[config.mk]
export PLATFORM = sky130hd
export DESIGN_NAME = rv32_dec_stage
export DESIGN_NICKNAME = d
export VERILOG_FILES = /design/src/rtl/rv32_dec_stage_pkg.sv /design/src/rtl/rv32_dec_stage_imm_gen.sv /design/src/rtl/rv32_dec_stage.sv
export SDC_FILE = /design/constraint.sdc
export NUM_CORES = 1
export LEC_CHECK = 0
export ABC_AREA = 1
export ABC_CLOCK_PERIOD_IN_PS = 2300
export BUFFER_PORTS_ARGS = -buffer_cell sky130_fd_sc_hd__clkbuf_2
export CAP_MARGIN = 30
export CORE_UTILIZATION = 50
export DETAILED_ROUTE_END_ITERATION = 7
export PLACE_DENSITY = 0.82
export SKIP_LAST_GASP = 1
export SYNTH_ARGS = -nofsm -noshare
export SYNTH_HDL_FRONTEND = slang
export SYNTH_SLANG_ARGS = --single-unit
export TNS_END_PERCENT = 30
[constraint.sdc]
create_clock -name clk -period 2.3 [get_ports clk]
set_clock_uncertainty 0.2 [all_clocks]
set_input_delay 0.115 -clock clk [delete_from_list [all_inputs] [get_ports clk]]
set_output_delay 0.115 -clock clk [all_outputs]
set_load 0.005 [all_outputs]
[src/rtl/rv32_dec_stage_pkg.sv]
// Shared RV32 decode types: instruction/immediate aliases, immediate format
// enum, base opcode constants and the opcode classifier.
package rv32_dec_stage_pkg;

    localparam int RV32_XLEN = 32;

    typedef logic [31:0] rv32_instr_t;
    typedef logic [31:0] rv32_imm_t;

    typedef enum logic [2:0] {
        RV32_TYPE_I = 3'd0,
        RV32_TYPE_S = 3'd1,
        RV32_TYPE_B = 3'd2,
        RV32_TYPE_U = 3'd3,
        RV32_TYPE_J = 3'd4,
        RV32_TYPE_R = 3'd5
    } rv32_type_enum_t;

    localparam logic [6:0] RV32_OPC_LUI      = 7'b0110111;
    localparam logic [6:0] RV32_OPC_AUIPC    = 7'b0010111;
    localparam logic [6:0] RV32_OPC_JAL      = 7'b1101111;
    localparam logic [6:0] RV32_OPC_JALR     = 7'b1100111;
    localparam logic [6:0] RV32_OPC_LOAD     = 7'b0000011;
    localparam logic [6:0] RV32_OPC_OP_IMM   = 7'b0010011;
    localparam logic [6:0] RV32_OPC_MISC_MEM = 7'b0001111;
    localparam logic [6:0] RV32_OPC_SYSTEM   = 7'b1110011;
    localparam logic [6:0] RV32_OPC_BRANCH   = 7'b1100011;
    localparam logic [6:0] RV32_OPC_STORE    = 7'b0100011;
    localparam logic [6:0] RV32_OPC_OP       = 7'b0110011;

    // One held pipeline entry: everything execute needs about an instruction.
    typedef struct packed {
        rv32_instr_t     instr;
        logic [31:0]     pc;
        rv32_imm_t       imm;
        rv32_type_enum_t imm_type;
        logic            illegal;
    } rv32_dec_entry_t;

    // Immediate format of a base opcode; unknown opcodes fall back to I.
    function automatic rv32_type_enum_t rv32_opc_to_type(input logic [6:0] opc);
        rv32_type_enum_t t;
        case (opc)
            RV32_OPC_LUI,
            RV32_OPC_AUIPC:    t = RV32_TYPE_U;
            RV32_OPC_JAL:      t = RV32_TYPE_J;
            RV32_OPC_JALR,
            RV32_OPC_LOAD,
            RV32_OPC_OP_IMM,
            RV32_OPC_MISC_MEM,
            RV32_OPC_SYSTEM:   t = RV32_TYPE_I;
            RV32_OPC_BRANCH:   t = RV32_TYPE_B;
            RV32_OPC_STORE:    t = RV32_TYPE_S;
            RV32_OPC_OP:       t = RV32_TYPE_R;
            default:           t = RV32_TYPE_I;
        endcase
        return t;
    endfunction

    // True for any opcode outside the recognised base set, which also covers
    // compressed encodings (opc[1:0] != 2'b11).
    function automatic logic rv32_opc_is_illegal(input logic [6:0] opc);
        logic ill;
        case (opc)
            RV32_OPC_LUI, RV32_OPC_AUIPC, RV32_OPC_JAL, RV32_OPC_JALR,
            RV32_OPC_LOAD, RV32_OPC_OP_IMM, RV32_OPC_MISC_MEM,
            RV32_OPC_SYSTEM, RV32_OPC_BRANCH, RV32_OPC_STORE,
            RV32_OPC_OP:       ill = 1'b0;
            default:           ill = 1'b1;
        endcase
        return ill;
    endfunction

endpackage

[src/rtl/rv32_dec_stage_imm_gen.sv]
// RV32 immediate generator: assembles and sign-extends the immediate of an
// instruction for a given format. Opcode bits are not needed, so only
// instr[31:7] comes in.
module rv32_imm_gen
    import rv32_dec_stage_pkg::*;
(
    input  logic [31:7]     instr,
    input  rv32_type_enum_t imm_type,
    output rv32_imm_t       imm
);

    logic signed [11:0] imm_i;
    logic signed [11:0] imm_s;
    logic signed [12:0] imm_b;
    logic signed [20:0] imm_j;

    // Gather the scattered immediate fields for each format.
    always_comb begin
        imm_i = instr[31:20];
        imm_s = {instr[31:25], instr[11:7]};
        imm_b = {instr[31], instr[7], instr[30:25], instr[11:8], 1'b0};
        imm_j = {instr[31], instr[19:12], instr[20], instr[30:21], 1'b0};
    end

    // Select and sign-extend by format; R has no immediate.
    always_comb begin
        imm = '0;
        case (imm_type)
            RV32_TYPE_I: imm = rv32_imm_t'(32'(imm_i));
            RV32_TYPE_S: imm = rv32_imm_t'(32'(imm_s));
            RV32_TYPE_B: imm = rv32_imm_t'(32'(imm_b));
            RV32_TYPE_U: imm = {instr[31:12], 12'h000};
            RV32_TYPE_J: imm = rv32_imm_t'(32'(imm_j));
            RV32_TYPE_R: imm = '0;
            default:     imm = '0;
        endcase
    end

endmodule

[src/rtl/rv32_dec_stage.sv]
// Decode pipeline stage: classifies each fetched instruction, computes its
// immediate at capture time and holds it in a main (head) register backed
// by one skid register, so in_ready depends only on registered state.
module rv32_dec_stage
    import rv32_dec_stage_pkg::*;
#(
    parameter int XLEN        = 32,
    parameter int STALL_CNT_W = 16
) (
    input  logic                   clk,
    input  logic                   rst_n,
    input  logic                   flush,
    input  logic                   in_valid,
    output logic                   in_ready,
    input  rv32_instr_t            in_instr,
    input  logic [XLEN-1:0]        in_pc,
    output logic                   out_valid,
    input  logic                   out_ready,
    output rv32_instr_t            out_instr,
    output logic [XLEN-1:0]        out_pc,
    output rv32_imm_t              out_imm,
    output rv32_type_enum_t        out_imm_type,
    output logic                   out_illegal,
    output logic [STALL_CNT_W-1:0] stall_cnt
);

    logic                   main_valid_q, main_valid_d;
    logic                   skid_valid_q, skid_valid_d;
    rv32_dec_entry_t        main_q, main_d;
    rv32_dec_entry_t        skid_q, skid_d;
    logic [STALL_CNT_W-1:0] stall_cnt_q, stall_cnt_d;

    rv32_type_enum_t        in_type;
    logic                   in_illegal;
    rv32_imm_t              gen_imm;
    rv32_dec_entry_t        cap_entry;
    logic                   accept;
    logic                   pop;

    // Increment that sticks at all-ones instead of wrapping.
    function automatic logic [STALL_CNT_W-1:0] sat_inc(input logic [STALL_CNT_W-1:0] v);
        return (v == '1) ? v : v + 1'b1;
    endfunction

    rv32_imm_gen u_imm_gen (
        .instr    (in_instr[31:7]),
        .imm_type (in_type),
        .imm      (gen_imm)
    );

    // Classify the incoming instruction and build the entry to capture.
    always_comb begin
        in_type                = rv32_opc_to_type(in_instr[6:0]);
        in_illegal             = rv32_opc_is_illegal(in_instr[6:0]);
        cap_entry.instr        = in_instr;
        cap_entry.pc           = in_pc;
        cap_entry.imm          = (in_type == RV32_TYPE_R) ? '0 : gen_imm;
        cap_entry.imm_type     = in_type;
        cap_entry.illegal      = in_illegal;
    end

    // Handshake terms; in_ready comes only from the skid occupancy flop.
    always_comb begin
        in_ready = !skid_valid_q;
        accept   = in_valid && in_ready;
        pop      = main_valid_q && out_ready;
    end

    // Next-state for main/skid occupancy and contents; flush wins outright.
    always_comb begin
        main_valid_d = main_valid_q;
        skid_valid_d = skid_valid_q;
        main_d       = main_q;
        skid_d       = skid_q;
        if (flush) begin
            main_valid_d = 1'b0;
            skid_valid_d = 1'b0;
        end else if (!main_valid_q) begin
            if (accept) begin
                main_valid_d = 1'b1;
                main_d       = cap_entry;
            end
        end else if (pop) begin
            if (skid_valid_q) begin
                main_d       = skid_q;
                skid_valid_d = 1'b0;
            end else if (accept) begin
                main_d       = cap_entry;
            end else begin
                main_valid_d = 1'b0;
            end
        end else if (accept) begin
            skid_d       = cap_entry;
            skid_valid_d = 1'b1;
        end
    end

    // Stall cycles: head waiting on execute; a flush cycle does not count.
    always_comb begin
        stall_cnt_d = stall_cnt_q;
        if (!flush && main_valid_q && !out_ready) begin
            stall_cnt_d = sat_inc(stall_cnt_q);
        end
    end

    // State registers; reset clears occupancy, contents and the counter.
    always_ff @(posedge clk or negedge rst_n) begin
        if (!rst_n) begin
            main_valid_q <= 1'b0;
            skid_valid_q <= 1'b0;
            main_q       <= '0;
            skid_q       <= '0;
            stall_cnt_q  <= '0;
        end else begin
            main_valid_q <= main_valid_d;
            skid_valid_q <= skid_valid_d;
            main_q       <= main_d;
            skid_q       <= skid_d;
            stall_cnt_q  <= stall_cnt_d;
        end
    end

    // The head register drives execute directly.
    always_comb begin
        out_valid    = main_valid_q;
        out_instr    = main_q.instr;
        out_pc       = main_q.pc;
        out_imm      = main_q.imm;
        out_imm_type = main_q.imm_type;
        out_illegal  = main_q.illegal;
        stall_cnt    = stall_cnt_q;
    end

endmodule

Yosys cells after proc, flatten, opt, wreduce, memory -nomap -nowiden

Index checks and enable logic that the tools add are counted.

$add $sub $neg: 1
Equal/unequal tests: 18
Bitwise logic cells: 3
Reductions and logical operators: 16
Muxes and demuxes: 17

Operator list:

| cell                  | count |
|---|---|
| $mux 100              | 4 |
| $pmux 32 s5           | 1 |
| $mux 32               | 1 |
| $eq 7x7->1 const B    | 4 |
| $eq 7x6->1 const B    | 3 |
| $add 16x1->16 const B | 1 |
| $eq 16x16->1 const B  | 1 |
| $pmux 3 s5            | 1 |
| $eq 7x5->1 const B    | 2 |
| $reduce_or 11->1      | 1 |
| $mux 1                | 10 |
| $eq 7x2->1 const B    | 1 |
| $eq 7x4->1 const B    | 1 |
| $eq 3x2->1 const B    | 2 |
| $eq 3x3->1 const B    | 2 |
| $reduce_and 2->1      | 3 |
| $logic_and 1x1->1     | 4 |
| $reduce_and 4->1      | 1 |
| $eq 3x1->1 const B    | 1 |
| $logic_not 1->1       | 3 |
| $logic_not 3->1       | 1 |
| $not 1->1             | 3 |
| $reduce_bool 3->1     | 1 |
| $ne 2x1->1 const B    | 1 |
| other kinds (2)       | 2 |

Bits of input ports: 69
Output and inout bits: 118
Logic and storage cells: 68
Flip-flop bits (word level): 218

Depth between registers and ports, before layout

Depth in word-level cells: 10
Gate-level depth with buffers: 11

Hierarchy

Synthesis repeated with hierarchy kept, for this count alone.

Cell total of the unflattened synthesis: 1122
Area total of the unflattened synthesis: 10099.7 µm²

Modules (own cells, without submodules):

| module         | area each (µm²) | cells each | instances |
|---|---|---|---|
| rv32_dec_stage | 9505.4          | 1020       | 1 |
| rv32_imm_gen   | 594.3           | 102        | 1 |

Worst setup path after synthesis

OpenSTA, ideal clock, no wires.

Kind: flip-flop to flip-flop
Start: reg stall_cnt_q[0], in the netlist stall_cnt[0]
End: reg stall_cnt_q[6], in the netlist stall_cnt[6]
Stages on the path, launching flop included: 9
Required time: 1.974 ns
Path slack: 0.577 ns
Setup time: 0.126 ns
Buffers on the path: 1
Arrival: 1.397 ns
Path through: dfrtp_1 > ha_1 > nand3_1 > nor2_1 > nand3_1 > nand2_1 > buf_4 > nor2_1 > xor2_1

Cells in the longest elaborated chain, start to end: 3
Elaborated cells between the ends (all ways): 4
Classes of those cells: 1 x add/sub; 1 x eq/ne; 1 x bitwise; 1 x reduce/logical

RTL lines:

| what                                                                  | line                  | source |
|---|---|---|
| from (decl)                                                           | rv32_dec_stage.sv:31  | `logic [STALL_CNT_W-1:0] stall_cnt_q, stall_cnt_d;` |
| from (signal assigned)                                                | rv32_dec_stage.sv:119 | `stall_cnt_q <= stall_cnt_d;` |
| parallel branches: the longest is 3 deep, another holds $add 16x1->16 | n/a                   |  |

Several ways; the timed one is not identified.
A chain may end at the register's enable or synchronous reset.

Final worst setup path

Start: in in_instr[2]
End: reg main_q, in the netlist out_imm[13]

Cells in the longest elaborated chain, start to end: 10
Elaborated cells between the ends (all ways): 20
Classes of those cells: 11 x eq/ne; 7 x mux; 2 x reduce/logical

RTL lines:

| what                                     | line                                       | source |
|---|---|---|
| from (decl)                              | rv32_dec_stage.sv:15                       | `input rv32_instr_t in_instr,` |
| $eq 7x6->1 or $eq 7x5->1 (tied branches) | rv32_dec_stage_pkg.sv:43                   | `case (opc)` |
| $reduce_or 2->1                          | rv32_dec_stage_pkg.sv:43                   |  |
| $pmux 3 s5 *                             | rv32_dec_stage_pkg.sv:43                   |  |
| $eq 3x3->1, or another cell as far along | rv32_dec_stage_imm_gen.sv:28               | `case (imm_type)` |
| $pmux 32 s5                              | rv32_dec_stage_imm_gen.sv:28               |  |
| $mux 32 *                                | rv32_dec_stage.sv:57                       | `cap_entry.imm = (in_type == RV32_TYPE_R) ? '0 : gen_imm;` |
| $mux 100 *                               | rv32_dec_stage.sv:79, rv32_dec_stage.sv:87 |  |
| $mux 100                                 | rv32_dec_stage.sv:84                       | `if (skid_valid_q) begin` |
| $mux 100                                 | rv32_dec_stage.sv:83                       | `end else if (pop) begin` |
| $mux 100 *                               | rv32_dec_stage.sv:78                       | `end else if (!main_valid_q) begin` |
| to (signal assigned)                     | rv32_dec_stage.sv:117                      | `main_q <= main_d;` |
| to (decl)                                | rv32_dec_stage.sv:29                       | `rv32_dec_entry_t main_q, main_d;` |

Mark *: on every way between the ends. The rest lies on a longest branch, timed or not. The select of a mux whose other input is x is not followed.

==> impl_metrics.toml <==
[run_status]
status = "finished clean"

[synthesis]
synth.cell_area_sq_um = 10300
ys_seq_elements = 218
synth_nets = 1242
synth_area_per_cell_sq_um = 8.78
yosysSeqAreaShare_pct = 53.0
count_of_mapped_cells_out_of_synthesis = 1172
yosys_warnings = 0
synth_cell_type_count = 38

[power]
max-vdd-ir-drop_mv = 0.516
total_power_uw = 11100
reported_leakage_power_uw = 0.00667
pwr_density_cell_nw_per_um2 = 861

[layout]
nets = 1470
area_delta_synth_final_pct = 25.4
antenna_cells_inserted = 0
final-seq-area_sq_um = 5460
fill_cells = 1614
layoutNonFillerInstCount = 1687
fin_util_pct = 64.0
layout-drive-gt1-share_pct = 23.4
multi_input_comb_area_sq_um = 3990

[cts]
cts_htree_levels = 1
cts.root.buffer_cell = "sky130_fd_sc_hd__clkbuf_16"
clock_insertion_delay_worst_skew_ns = 0.51
cts_inserted_buffers = 24
tritoncts = "done"
cts_buffer_depth = 3
clock-sinks = 218
cts.reportedPaths.clkPinSlew_ns = 0.06

[sta]
final.setup.worst_slack_ns = 0.0842
count_of_pins_over_their_slew_limit = 0
fmaxAchievable_mhz = 451
setup_viol = 0
timing.max_slew.rel_slack_pct = 53.3
rsz0062_at_grt = "true"
fin_tns_setup_ns = 0
worst-slew-pin-transition_ns = 0.701
report.final.hold_viol_count = 0
final.min_clock_period_ns = 2.22
period_share_pct = 96.3

[routing]
drt_drc_violations_left = 0
via_count = 9276
drt-wirelength-per-cell_um = 16.9
drt.antenna.violating_nets = 0
starting_drc_count_in_detailed_routing = 626
finalWirelength_mm = 28.6
vias_per_cell = 5.50
dr.pass1.iters = 5

[critical_path]
timing.critical_path.to_type = "flop"
timing.critical_path.slowest_stage_cell = "sky130_fd_sc_hd__dlygate4sd3_1"
path_max_fanout = 20
worst-setup-path-type = "in -> reg"
timing.critical_path.cells = "dlygate4sd3_1 > clkbuf_2 > nor2_2 > dlygate4sd3_1 > nand2_4 > nor2_4 > nor2_8 > nand3_4 > nand3_1 > nand2_1 > nand2_1"
critPathMaxStageDelay_ns = 0.64
worstPathRequired_ns = 2.50
worst_setup_path_start_kind = "primary input"
cp_data_arrival_time_ns = 2.41
ff2ff_path_depth = 8

[floorplan]
num_rows = 52
die_w_um = 145
dieHeight_um = 145
top_level_ports = 187
die_area_sq_um = 21100
floorplan.initialDensity_pct = 51.0
placeable_area_sq_um = 20200

[grt]
global_route.usage.total_pct = 27.2
antenna_violations_before_repair = 0
grt_first_pass_wirelength_mm = 47.2
first_global_vias = 9417
remaining_global_route_overflow = 0
grt_start_max_net_pins = 107

[place]
preCtsSetupSlack_ns = 0.243
dpl.hpwl_mm = 17.4
port-buffer-count = 186
gp_congestion = 0.850
place.detailed.instances = 1575

[hold_path]
hold_class = "in -> async"

[job]
cap_violations = 0
metrics by stage:
step                      cell area (sq um)  hold WS [ns]
final                                 12900       0.00616
after global placement                11400       -0.0217
after CTS                             12900        0.0321
after detailed placement              11400       -0.0235
after floorplan                       10300        -0.381
after global routing                  12900        0.0495
Yosys cell counts, drive strengths merged:
cell type,count,share of area (%)
nor3,17,0.94
or2,1,0.061
ha,1,0.12
dfrtp,218,53
clkinv,1,0.036
nand2,390,15
o211ai,1,0.073
xnor2,1,0.085
a22oi,66,4.8
clkbuf,22,0.80
o221a,25,2.7
inv,114,4.2
nor2,64,2.9
xor2,13,1.1
o21ai,39,1.9
a31oi,21,1.3
buf,51,3.3
o221ai,1,0.085
a21oi,11,0.54
a211oi,1,0.073
nand3,46,3.0
nand4,3,0.18
o22ai,65,4.0
sequential cells by signal (all words and copies together) (netlist names):
| name | flops |
|---|---|
| skid_q | 100 |
| out_imm | 32 |
| out_instr | 32 |
| out_pc | 32 |
| stall_cnt | 16 |
| out_imm_type | 3 |
| out_illegal | 1 |
| out_valid | 1 |
| skid_valid_q | 1 |
power breakdown:
| part | internal (uW) | total, uW | switching (uW) |
|---|---|---|---|
| clock | 2300 | 3870 | 1570 |
| combinational | 934 | 2060 | 1120 |
| sequential | 4640 | 5180 | 543 |
worst paths after layout:
check	endpoint	slack [ns]	from
worst max-delay path	out_imm[13]	0.08	in_instr[2]
worst min-delay path	out_imm[16]	0.006	rst_n
worst max register to register	stall_cnt[10]	0.20	stall_cnt[0]
worst min register to register	skid_q[62]	0.27	skid_q[62]
max in group asynchronous	out_imm[31]	1.21	rst_n
min in group clk	out_imm[5]	0.07	in_valid
per-layer routing:
metal | global-route usage, % | part of all wire, %
met5 | 0 | 0
met1 | 35.6 | 41
met4 | 9.63 | 2.3
met3 | 3.79 | 6.9
met2 | 46.3 | 49
final cells by class:
type	instances	area share, %
sequential	218	42.3
multi-input combinational	766	30.9
timing repair buffer	275	14.6
clock buffer	30	5.23
inverter	115	3.38
tap	270	2.62
clock inverter	13	0.951
repair_timing:
action | 4_1_cts | 5_1_grt
gates resized for setup | 0 | 1
setup endpoints to repair | 0 | 15
hold endpoints to repair | 417 | 0
hold buffers | 69 | 0
buffers inserted | 0 | 0
worst max-delay path: cells and delay by family:
family / cells / cell delay, ns
buffers and inverters: 3 / 1.33
AND/OR/NAND/NOR: 8 / 0.94
cell usage in the layout (no fill, tap or decap), types with 8 or more instances in the layout:
cell type / instances
sky130_fd_sc_hd__a21oi_1: 11
sky130_fd_sc_hd__a22oi_1: 66
sky130_fd_sc_hd__a31oi_1: 21
sky130_fd_sc_hd__buf_12: 8
sky130_fd_sc_hd__buf_4: 12
sky130_fd_sc_hd__clkbuf_16: 25
sky130_fd_sc_hd__clkbuf_2: 185
sky130_fd_sc_hd__clkinv_2: 9
sky130_fd_sc_hd__dfrtp_1: 218
sky130_fd_sc_hd__dlygate4sd3_1: 69
sky130_fd_sc_hd__inv_1: 96
sky130_fd_sc_hd__inv_2: 16
sky130_fd_sc_hd__nand2_1: 376
sky130_fd_sc_hd__nand2_2: 8
sky130_fd_sc_hd__nand3_1: 30
sky130_fd_sc_hd__nand3_2: 15
sky130_fd_sc_hd__nor2_1: 54
sky130_fd_sc_hd__nor3_1: 16
sky130_fd_sc_hd__o21ai_0: 29
sky130_fd_sc_hd__o21ai_1: 10
sky130_fd_sc_hd__o221a_2: 25
sky130_fd_sc_hd__o22ai_1: 65
sky130_fd_sc_hd__xor2_1: 13
logic make-up (layout without fill, tap and decap cells):
logic type | Yosys count | after routing | synth area share [%]
AND/OR/NAND/NOR | 521 | 521 | 21.9
AO/OA/AOI/OAI | 230 | 230 | 15.4
flip-flops | 218 | 218 | 53.0
buffers and inverters | 188 | 433 | 8.33
XOR/XNOR | 14 | 14 | 1.19
adder cells (fa/ha/maj) | 1 | 1 | 0.122
(Power assumes the default switching activity.)
